[src/rtl/alu_pkg.sv]
// Shared ALU definitions: operand width, opcode constants and sequencer state encoding.
package alu_pkg;

   localparam int unsigned WIDTH = 64;
   localparam int unsigned OP_W  = 3;

   localparam logic [OP_W-1:0] OP_ADD = 3'b000;
   localparam logic [OP_W-1:0] OP_SUB = 3'b001;
   localparam logic [OP_W-1:0] OP_AND = 3'b010;
   localparam logic [OP_W-1:0] OP_XOR = 3'b011;
   localparam logic [OP_W-1:0] OP_NOT = 3'b100;
   localparam logic [OP_W-1:0] OP_NEG = 3'b101;

   typedef enum logic [1:0] {
      ST_IDLE = 2'd0,
      ST_CMPL = 2'd1,
      ST_EXEC = 2'd2,
      ST_DONE = 2'd3
   } state_t;

   // Ops that need an operand complemented before the execute step.
   function automatic logic is_cmpl_op(input logic [OP_W-1:0] op);
      return (op == OP_SUB) || (op == OP_NOT) || (op == OP_NEG);
   endfunction

endpackage

[src/rtl/alu_op_sequencer_if.sv]
// Request and result valid/ready channels between control side and the ALU sequencer.
interface alu_op_sequencer_if;
   import alu_pkg::*;

   logic                in_valid;
   logic                in_ready;
   logic [OP_W-1:0]     in_op;
   logic [WIDTH-1:0]    in_a;
   logic [WIDTH-1:0]    in_b;
   logic                out_valid;
   logic                out_ready;
   logic [WIDTH-1:0]    out_result;
   logic                out_zero;
   logic                out_ovf;
   logic                out_err;

   modport master (
      output in_valid, in_op, in_a, in_b, out_ready,
      input  in_ready, out_valid, out_result, out_zero, out_ovf, out_err
   );

   modport slave (
      input  in_valid, in_op, in_a, in_b, out_ready,
      output in_ready, out_valid, out_result, out_zero, out_ovf, out_err
   );

endinterface

[src/rtl/bitcompliment.sv]
// Shared combinational bitwise complement unit.
module bitcompliment #(
   parameter int unsigned WIDTH = 64
) (
   input  logic [WIDTH-1:0] a,
   output logic [WIDTH-1:0] y
);

   assign y = ~a;

endmodule

[src/rtl/alu_op_sequencer.sv]
// Multi-cycle ALU op sequencer: complement step for SUB/NOT/NEG, then execute, then
// hold the registered result until the consumer takes it.
module alu_op_sequencer
   import alu_pkg::*;
(
   input  logic               clk,
   input  logic               rst,
   alu_op_sequencer_if.slave  bus
);

   localparam int unsigned MSB = WIDTH - 1;

   state_t            state;
   state_t            state_nx;
   logic [OP_W-1:0]   op_q;
   logic [WIDTH-1:0]  a_q;
   logic [WIDTH-1:0]  b_q;
   logic [WIDTH-1:0]  c_q;
   logic [WIDTH-1:0]  cmpl_in;
   logic [WIDTH-1:0]  cmpl_out;
   logic [WIDTH-1:0]  res_c;
   logic              ovf_c;
   logic              err_c;
   logic              accept;

   logic              in_ready_q;
   logic              out_valid_q;
   logic [WIDTH-1:0]  out_result_q;
   logic              out_zero_q;
   logic              out_ovf_q;
   logic              out_err_q;

   assign accept = (state == ST_IDLE) && bus.in_valid;

   // SUB complements b; NOT/NEG complement a.
   assign cmpl_in = (op_q == OP_SUB) ? b_q : a_q;

   bitcompliment #(.WIDTH(WIDTH)) u_cmpl (
      .a (cmpl_in),
      .y (cmpl_out)
   );

   always_ff @(posedge clk) begin
      if (rst) begin
         state <= ST_IDLE;
      end else begin
         state <= state_nx;
      end
   end

   always_comb begin
      state_nx = state;
      case (state)
         ST_IDLE: if (bus.in_valid) state_nx = is_cmpl_op(bus.in_op) ? ST_CMPL : ST_EXEC;
         ST_CMPL: state_nx = ST_EXEC;
         ST_EXEC: state_nx = ST_DONE;
         ST_DONE: if (bus.out_ready) state_nx = ST_IDLE;
         default: state_nx = ST_IDLE;
      endcase
   end

   // Execute-stage result and flags; overflow from operand/result sign bits.
   always_comb begin
      res_c = '0;
      ovf_c = 1'b0;
      err_c = 1'b0;
      case (op_q)
         OP_ADD: begin
            res_c = a_q + b_q;
            ovf_c = (a_q[MSB] == b_q[MSB]) && (res_c[MSB] != a_q[MSB]);
         end
         OP_SUB: begin
            res_c = a_q + c_q + WIDTH'(1);
            ovf_c = (a_q[MSB] != b_q[MSB]) && (res_c[MSB] != a_q[MSB]);
         end
         OP_AND: res_c = a_q & b_q;
         OP_XOR: res_c = a_q ^ b_q;
         OP_NOT: res_c = c_q;
         OP_NEG: begin
            res_c = c_q + WIDTH'(1);
            ovf_c = (a_q == {1'b1, {(WIDTH-1){1'b0}}});
         end
         default: err_c = 1'b1;
      endcase
   end

   // Operand capture; no reset needed since contents are only used after an accept.
   always_ff @(posedge clk) begin
      if (accept) begin
         op_q <= bus.in_op;
         a_q  <= bus.in_a;
         b_q  <= bus.in_b;
      end
      if (state == ST_CMPL) begin
         c_q <= cmpl_out;
      end
   end

   always_ff @(posedge clk) begin
      if (rst) begin
         in_ready_q   <= 1'b1;
         out_valid_q  <= 1'b0;
         out_result_q <= '0;
         out_zero_q   <= 1'b0;
         out_ovf_q    <= 1'b0;
         out_err_q    <= 1'b0;
      end else begin
         in_ready_q  <= (state_nx == ST_IDLE);
         out_valid_q <= (state_nx == ST_DONE);
         if (state == ST_EXEC) begin
            out_result_q <= res_c;
            out_zero_q   <= (res_c == '0);
            out_ovf_q    <= ovf_c;
            out_err_q    <= err_c;
         end
      end
   end

   assign bus.in_ready   = in_ready_q;
   assign bus.out_valid  = out_valid_q;
   assign bus.out_result = out_result_q;
   assign bus.out_zero   = out_zero_q;
   assign bus.out_ovf    = out_ovf_q;
   assign bus.out_err    = out_err_q;

endmodule

[src/flat_wrapper.sv]
// flat-port wrapper written by rule: the top's interface ports become plain ports
module alu_op_sequencer_flat import alu_pkg::*;
  (clk, rst, bus_in_valid, bus_in_op, bus_in_a, bus_in_b, bus_out_ready, bus_in_ready, bus_out_valid, bus_out_result, bus_out_zero, bus_out_ovf, bus_out_err);
  alu_op_sequencer_if bus_i ();
  input  logic clk;
  input  logic rst;
  input wire logic [$bits(bus_i.in_valid)-1:0] bus_in_valid;
  input wire logic [$bits(bus_i.in_op)-1:0] bus_in_op;
  input wire logic [$bits(bus_i.in_a)-1:0] bus_in_a;
  input wire logic [$bits(bus_i.in_b)-1:0] bus_in_b;
  input wire logic [$bits(bus_i.out_ready)-1:0] bus_out_ready;
  output wire logic [$bits(bus_i.in_ready)-1:0] bus_in_ready;
  output wire logic [$bits(bus_i.out_valid)-1:0] bus_out_valid;
  output wire logic [$bits(bus_i.out_result)-1:0] bus_out_result;
  output wire logic [$bits(bus_i.out_zero)-1:0] bus_out_zero;
  output wire logic [$bits(bus_i.out_ovf)-1:0] bus_out_ovf;
  output wire logic [$bits(bus_i.out_err)-1:0] bus_out_err;
  assign bus_i.in_valid = bus_in_valid;
  assign bus_i.in_op = bus_in_op;
  assign bus_i.in_a = bus_in_a;
  assign bus_i.in_b = bus_in_b;
  assign bus_i.out_ready = bus_out_ready;
  assign bus_in_ready = bus_i.in_ready;
  assign bus_out_valid = bus_i.out_valid;
  assign bus_out_result = bus_i.out_result;
  assign bus_out_zero = bus_i.out_zero;
  assign bus_out_ovf = bus_i.out_ovf;
  assign bus_out_err = bus_i.out_err;
  alu_op_sequencer u_core (.clk(clk), .rst(rst), .bus(bus_i));
endmodule
[config.mk]
export PLATFORM = sky130hd
export DESIGN_NAME = alu_op_sequencer_flat
export DESIGN_NICKNAME = d
export VERILOG_FILES = /design/src/rtl/alu_pkg.sv /design/src/rtl/alu_op_sequencer_if.sv /design/src/rtl/bitcompliment.sv /design/src/rtl/alu_op_sequencer.sv /design/src/flat_wrapper.sv
export SDC_FILE = /design/constraint.sdc
export NUM_CORES = 1
export LEC_CHECK = 0
export ABC_AREA = 1
export BUFFER_PORTS_ARGS = -buffer_cell sky130_fd_sc_hd__buf_2
export CORE_AREA = 3 3 275 385
export CTS_CLUSTER_SIZE = 14
export DETAILED_ROUTE_END_ITERATION = 12
export DIE_AREA = 0 0 278 388
export PLACE_DENSITY = 0.45
export SLEW_MARGIN = 20
export SYNTH_ARGS = -nofsm -noshare
export SYNTH_HDL_FRONTEND = slang
export SYNTH_SLANG_ARGS = --single-unit
[constraint.sdc]
create_clock -name clk -period 6.4 [get_ports clk]
set_input_delay 1.28 -clock clk [delete_from_list [all_inputs] [get_ports clk]]
set_output_delay 1.28 -clock clk [all_outputs]
set_load 0.02 [all_outputs]
==> summary.txt, run 1 <==
# nets final - 4,670
CTS tree - yes
count leader, synth - nand2_1
slew at the pin closest to its max-slew limit - 1.08 ns
gr usage total - 26.8%
status - complete, no violations
grt met3 use - 2.54%
slowest CP cell - clkinv_2
number of synthesized flops with an enable pin - 195
CTS Sinks - 266
Critical Path Source Type - flip-flop
Worst setup EP type - flip-flop
met2 Track Usage GR - 48.1%
period utilization - 66.7%
Buffers & Inverters on Critical Path - 2
PD cells - 244 nW/um2
CP arrival - 4.79 ns
n_diodes - 0
CP Class - flip-flop to flip-flop
setup TNS - 0 ns
WL per Instance - 25.9 um
Slew Viols, Final - 0
Final ANT Viol Nets - 0
# hold bufs at CTS - 0
router iterations before antenna repair - 6
top post-synthesis cells by count - nand2_1, inv_1, nor2_1
sequential element share of the synthesized area - 28.4%
drt total wl - 149,000 um
worst hold path class - flip-flop to flip-flop
synth unique cells - 54
H-tree Lvls - 2
RSZ-0062 raised after global routing - no
Avg Cell Area, Syn - 6.08 um2
Final Setup Violations - 0
Mapped Cells - 4,216
prevailing post-synth register cell - edfxtp_1
delay-heaviest family, CP - simple AND/OR/NAND/NOR gates
I/O Buffers - 203
met1 Track Usage GR - 27.0%
Synth Net Count - 4,482
post-CTS resize count - 0
full die area - 108,000 um2
via/cell ratio - 4.93
top-area cell type share of the netlist area - 22.8%
die width - 278 um
clk buf depth - 3
crit-path cells - inv_2 > nand2_1 > clkinv_2 > nand3_1 > nand2_1 > nor2_1 > nand3_1 > nor3_1 > nand2_1 > nor2_1 > nand3_1 > nor2_1 > nand3_1 > nor2_1 > nand2_1 > a21oi_2
Final Hold Fails - 0
post-layout util - 28.5%
CP max FO - 30
vias in the first global route - 27,500
Clock Tree Root - clkbuf_16
# fillers - 11,900
Synth Cell Area - 25,600 um2
CTS Buf Count - 34
area grow syn2layout - 14.2%
area of the multi-input gates - 15,200 um2
static leakage - 0.0146 uW
pin count of the biggest net entering global routing - 81
initial antenna violation count - 2
Synth area leader - edfxtp_1
DR vias - 28,400
first-pass GRT wire length - 204,000 um
DRT iter0 DRCs - 2,259
share of cells above drive strength 1 - 8.11%
Rows - 139
Top Ports - 204
Post-synth ARST share - 0%
core region area - 103,000 um2
Clock transition at path regs - 0.06 ns
highest clock rate - 234 MHz
FF/Latch Area - 7280 um2
Worst path max stage delay - 0.72 ns
VDD IR max - 0.197 mV
grt peak-use layer - met2
synth top area cells - edfxtp_1, nand2_1, inv_1
total of warnings raised by yosys - 0
Placer Congestion - 1.06
Max Clock Skew - 0.0403 ns
DRC - 0
Max-Slew Margin vs Limit - 27.8%
Power, Total - 7140 uW
Initial Util - 25.0%
number of setup buffers added after CTS - 0
required time worst endpoint - 6.91 ns
Post-DP HPWL - 126,000 um
global route overflow - 0
Clock Latency Late Sink - 0.59 ns
chip height - 388 um
#FFs+latches synth - 266
fin crit period - 4.27 ns
MaxCap Viol Count - 0
[cell families after synthesis]
group                    share of synthesized area [%]
AO/OA/AOI/OAI                                     8.57
flip-flops                                        28.4
buffers and inverters                             12.5
multiplexers                                      2.30
adder cells (fa/ha/maj)                           6.45
AND/OR/NAND/NOR                                   41.6
XOR/XNOR                                         0.205
[through the flow]
step	cell area, um2	std cells	worst slack [ns]	hold WS [ns]
floorplan	25600	4216	1.83	0.528
global placement	28200	5707	2.31	0.495
detailed placement	28200	5707	2.25	0.483
CTS	29300	5767	2.20	0.499
global route	29300	5767	1.80	0.536
finish	29300	5767	2.13	0.499
[area by class of cell]
class,instances,share of cell area (%)
timing repair buffer,217,3.87
multi-input combinational,3107,51.9
clock buffer,44,3.30
inverter,778,10.0
clock inverter,16,0.350
sequential,266,24.9
tap,1339,5.72
[flip-flops by register name, indices dropped and copies added, names as in the netlist, 2 cells and up]
| name | flops |
|---|---|
| u_core.a_q | 64 |
| u_core.b_q | 64 |
| u_core.op_q | 3 |
| u_core.c_q | 64 |
| u_core.bus.out_result | 64 |
| u_core.state | 2 |
[placed cells by master (no fill, tap or decap), types with 36 or more instances in the layout]
cell       instances
nand2_1         1441
nor3_1            55
a21oi_1          195
nor2_1           470
nand4_1           66
dfxtp_1           71
o21ai_0          120
inv_1            766
nand3b_1          40
nand3_1          327
mux2i_1           59
edfxtp_1         195
buf_2            203
clkbuf_16         36
ha_1             129
[final timing paths]
kind	startpoint	endpoint	slack (ns)	cells past startpoint
max	u_core.op_q[2]	u_core.bus.out_zero	2.13	16
min	u_core.bus.out_result[3]	u_core.bus.out_result[3]	0.50	2
max reg2reg	u_core.op_q[2]	u_core.bus.out_zero	2.13	16
min reg2reg	u_core.bus.out_result[3]	u_core.bus.out_result[3]	0.50	2
[worst reg2reg max path, delay by kind of cell, from the launching register on]
kind,cells,cell delay [ns]
buf+inv,2,0.83
compound gates,1,0.10
flops,1,0.56
simple gates,13,2.70
[routing by layer]
| layer | routed length (um) | up-vias |
|---|---|---|
| li1 | - | 13800 |
| met1 | 52500 | 13200 |
| met2 | 73500 | 1076 |
| met3 | 6240 | 378 |
| met4 | 17200 | 0 |
| met5 | 0 | - |
[power breakdown]
group,total (uW),switching [uW],leakage (uW),internal [uW]
registers,2340,268,0.00242,2070
clock network,1930,859,0.000525,1070
logic,2880,2090,0.0117,783
Power figures use the tool's default switching activity.
==> run 2, diff against run 1 <==
==> constraint.sdc (replaced) <==
create_clock -name clk -period 4.3 [get_ports clk]
set_input_delay 0.86 -clock clk [delete_from_list [all_inputs] [get_ports clk]]
set_output_delay 0.86 -clock clk [all_outputs]
set_load 0.02 [all_outputs]
==> summary.txt, run 2 (synthesis results as in run 1) <==
DRT iter0 DRCs - 2,616
DR vias - 28,800
fin crit period - 4.16 ns
period utilization - 96.7%
static leakage - 0.0149 uW
CTS tree - yes
slowest CP cell - edfxtp_1
CTS Buf Count - 30
Final Hold Fails - 0
met2 Track Usage GR - 48.5%
CP arrival - 4.72 ns
sequential fraction of design power - 32.6%
first-pass GRT wire length - 209,000 um
area of the multi-input gates - 15,200 um2
gr usage total - 27.6%
Clock Tree Root - clkbuf_16
Placer Congestion - 1.03
global route overflow - 0
grt met3 use - 3.11%
Max-Slew Margin vs Limit - 42.4%
DRC - 0
depth of the worst register-to-register path - 17
pin count of the biggest net entering global routing - 88
share of cells above drive strength 1 - 9.44%
Critical Path Source Type - flip-flop
via/cell ratio - 4.94
crit-path cells - ha_1 > nand2_1 > nor2_1 > inv_1 > nor3_1 > nand2_1 > a21oi_1 > o21ai_0 > nand3_1 > nand2_1 > nor2_1 > nand2_1 > nor2_1 > nand2_1 > nor2_1 > nand2_1 > a21oi_2
Net Sw Frac - 45.3%
post-layout util - 28.9%
grt peak-use layer - met2
Top Ports - 204
vias in the first global route - 28,000
drt total wl - 153,000 um
commonest non-fill, non-tap cell in the layout - nand2_1
worst hold path class - input port to flip-flop
Max Clock Skew - 0.0152 ns
CTS Sinks - 266
chip height - 388 um
# hold bufs at CTS - 0
status - complete, no violations
area grow syn2layout - 15.9%
core region area - 103,000 um2
H-tree Lvls - 1
router iterations before antenna repair - 5
FF-to-FF End - u_core.bus.out_zero
initial antenna violation count - 3
Clk pwr share - 24.6%
Initial Util - 25.0%
Int Pwr - 5730 uW
full die area - 108,000 um2
FF-to-FF setup slack - 0.14 ns
required time worst endpoint - 4.86 ns
Slew Viols, Final - 0
delay-heaviest family, CP - simple AND/OR/NAND/NOR gates
die width - 278 um
Post-DP Area - 28,700 um2
most frequent cells in the layout - nand2_1, inv_1, nor2_1
Final ANT Viol Nets - 0
met1 Track Usage GR - 28.3%
RSZ-0062 raised after global routing - no
Comb power frac - 42.8%
highest clock rate - 241 MHz
Worst setup EP type - flip-flop
I/O Buffers - 203
CP max FO - 6
crit-path most repeated cell - nand2_1
Hold Crit Start - bus_in_a[9]
clk buf depth - 3
WL per Instance - 26.3 um
Post-DP HPWL - 129,000 um
setup TNS - 0 ns
slew at the pin closest to its max-slew limit - 0.864 ns
VDD IR max - 0.340 mV
Final Setup Violations - 0
Rows - 139
design area - 29,700 um2
MaxCap Viol Count - 0
# nets final - 4,735
reg2reg start - u_core.a_q[38]
# fillers - 11,800
Worst path max stage delay - 0.59 ns
Clock transition at path regs - 0.07 ns
CP Class - flip-flop to flip-flop
PD cells - 353 nW/um2
Clock Latency Late Sink - 0.63 ns
Buffers & Inverters on Critical Path - 1
FF/Latch Area - 7280 um2
Worst Hold End - u_core.a_q[9]
NetSw - 4750 uW
Hold Path Depth - 1
run 2: final cells by class:
class | count | share of cell area, %
diodes | 1 | 0.00842
clock buffers | 38 | 2.74
clock inverters | 18 | 0.463
inverters | 778 | 9.85
multi-input cells | 3107 | 51.2
flip-flops and latches | 266 | 24.5
well taps | 1339 | 5.64
repair buffers | 286 | 5.64
run 2: repair_timing:
action | in CTS | in global routing
setup endpoints to repair | 0 | 1
buffers inserted | 0 | 0
gates resized for setup | 0 | 1
run 2: worst max path at each step:
stage / depth (start not counted) / startpoint / slack [ns] / end
final: 17 / u_core.a_q[38] / 0.14 / u_core.bus.out_zero
after global routing: 17 / u_core.a_q[40] / 0.02 / u_core.bus.out_zero
after CTS: 17 / u_core.a_q[2] / 0.19 / u_core.bus.out_zero
after detailed placement: 17 / u_core.a_q[2] / 0.20 / u_core.bus.out_zero
after global placement: 17 / u_core.a_q[2] / 0.24 / u_core.bus.out_zero
after floorplan: 5 / bus_in_valid / 0.15 / u_core.bus.in_ready
run 2: through the flow:
stage / hold slack (ns) / power [uW] / cells / setup slack (ns)
4_1_cts: 0.357 / 10500 / 5832 / 0.190
6_report: 0.399 / 10500 / 5833 / 0.144
2_1_floorplan: 0.528 / 5870 / 4216 / 0.149
3_3_place_gp: 0.455 / 7900 / 5776 / 0.243
5_1_grt: 0.371 / 11100 / 5833 / 0.0168
3_5_place_dp: 0.461 / 7890 / 5776 / 0.202
run 2: power groups by stage:
stage | registers, uW | logic [uW] | clock network (uW)
6_report | 3410 | 4490 | 2580
5_1_grt | 3420 | 4860 | 2780
4_1_cts | 3410 | 4440 | 2680
3_5_place_dp | 3460 | 4430 | 0
3_3_place_gp | 3460 | 4440 | 0
2_1_floorplan | 3410 | 2460 | 0
run 2: routing by layer:
metal  part of all wire (%)  wire, um
met4                     12     17900
met5                      0         0
met1                     35     53200
met2                     48     74200
met3                    5.2      8020
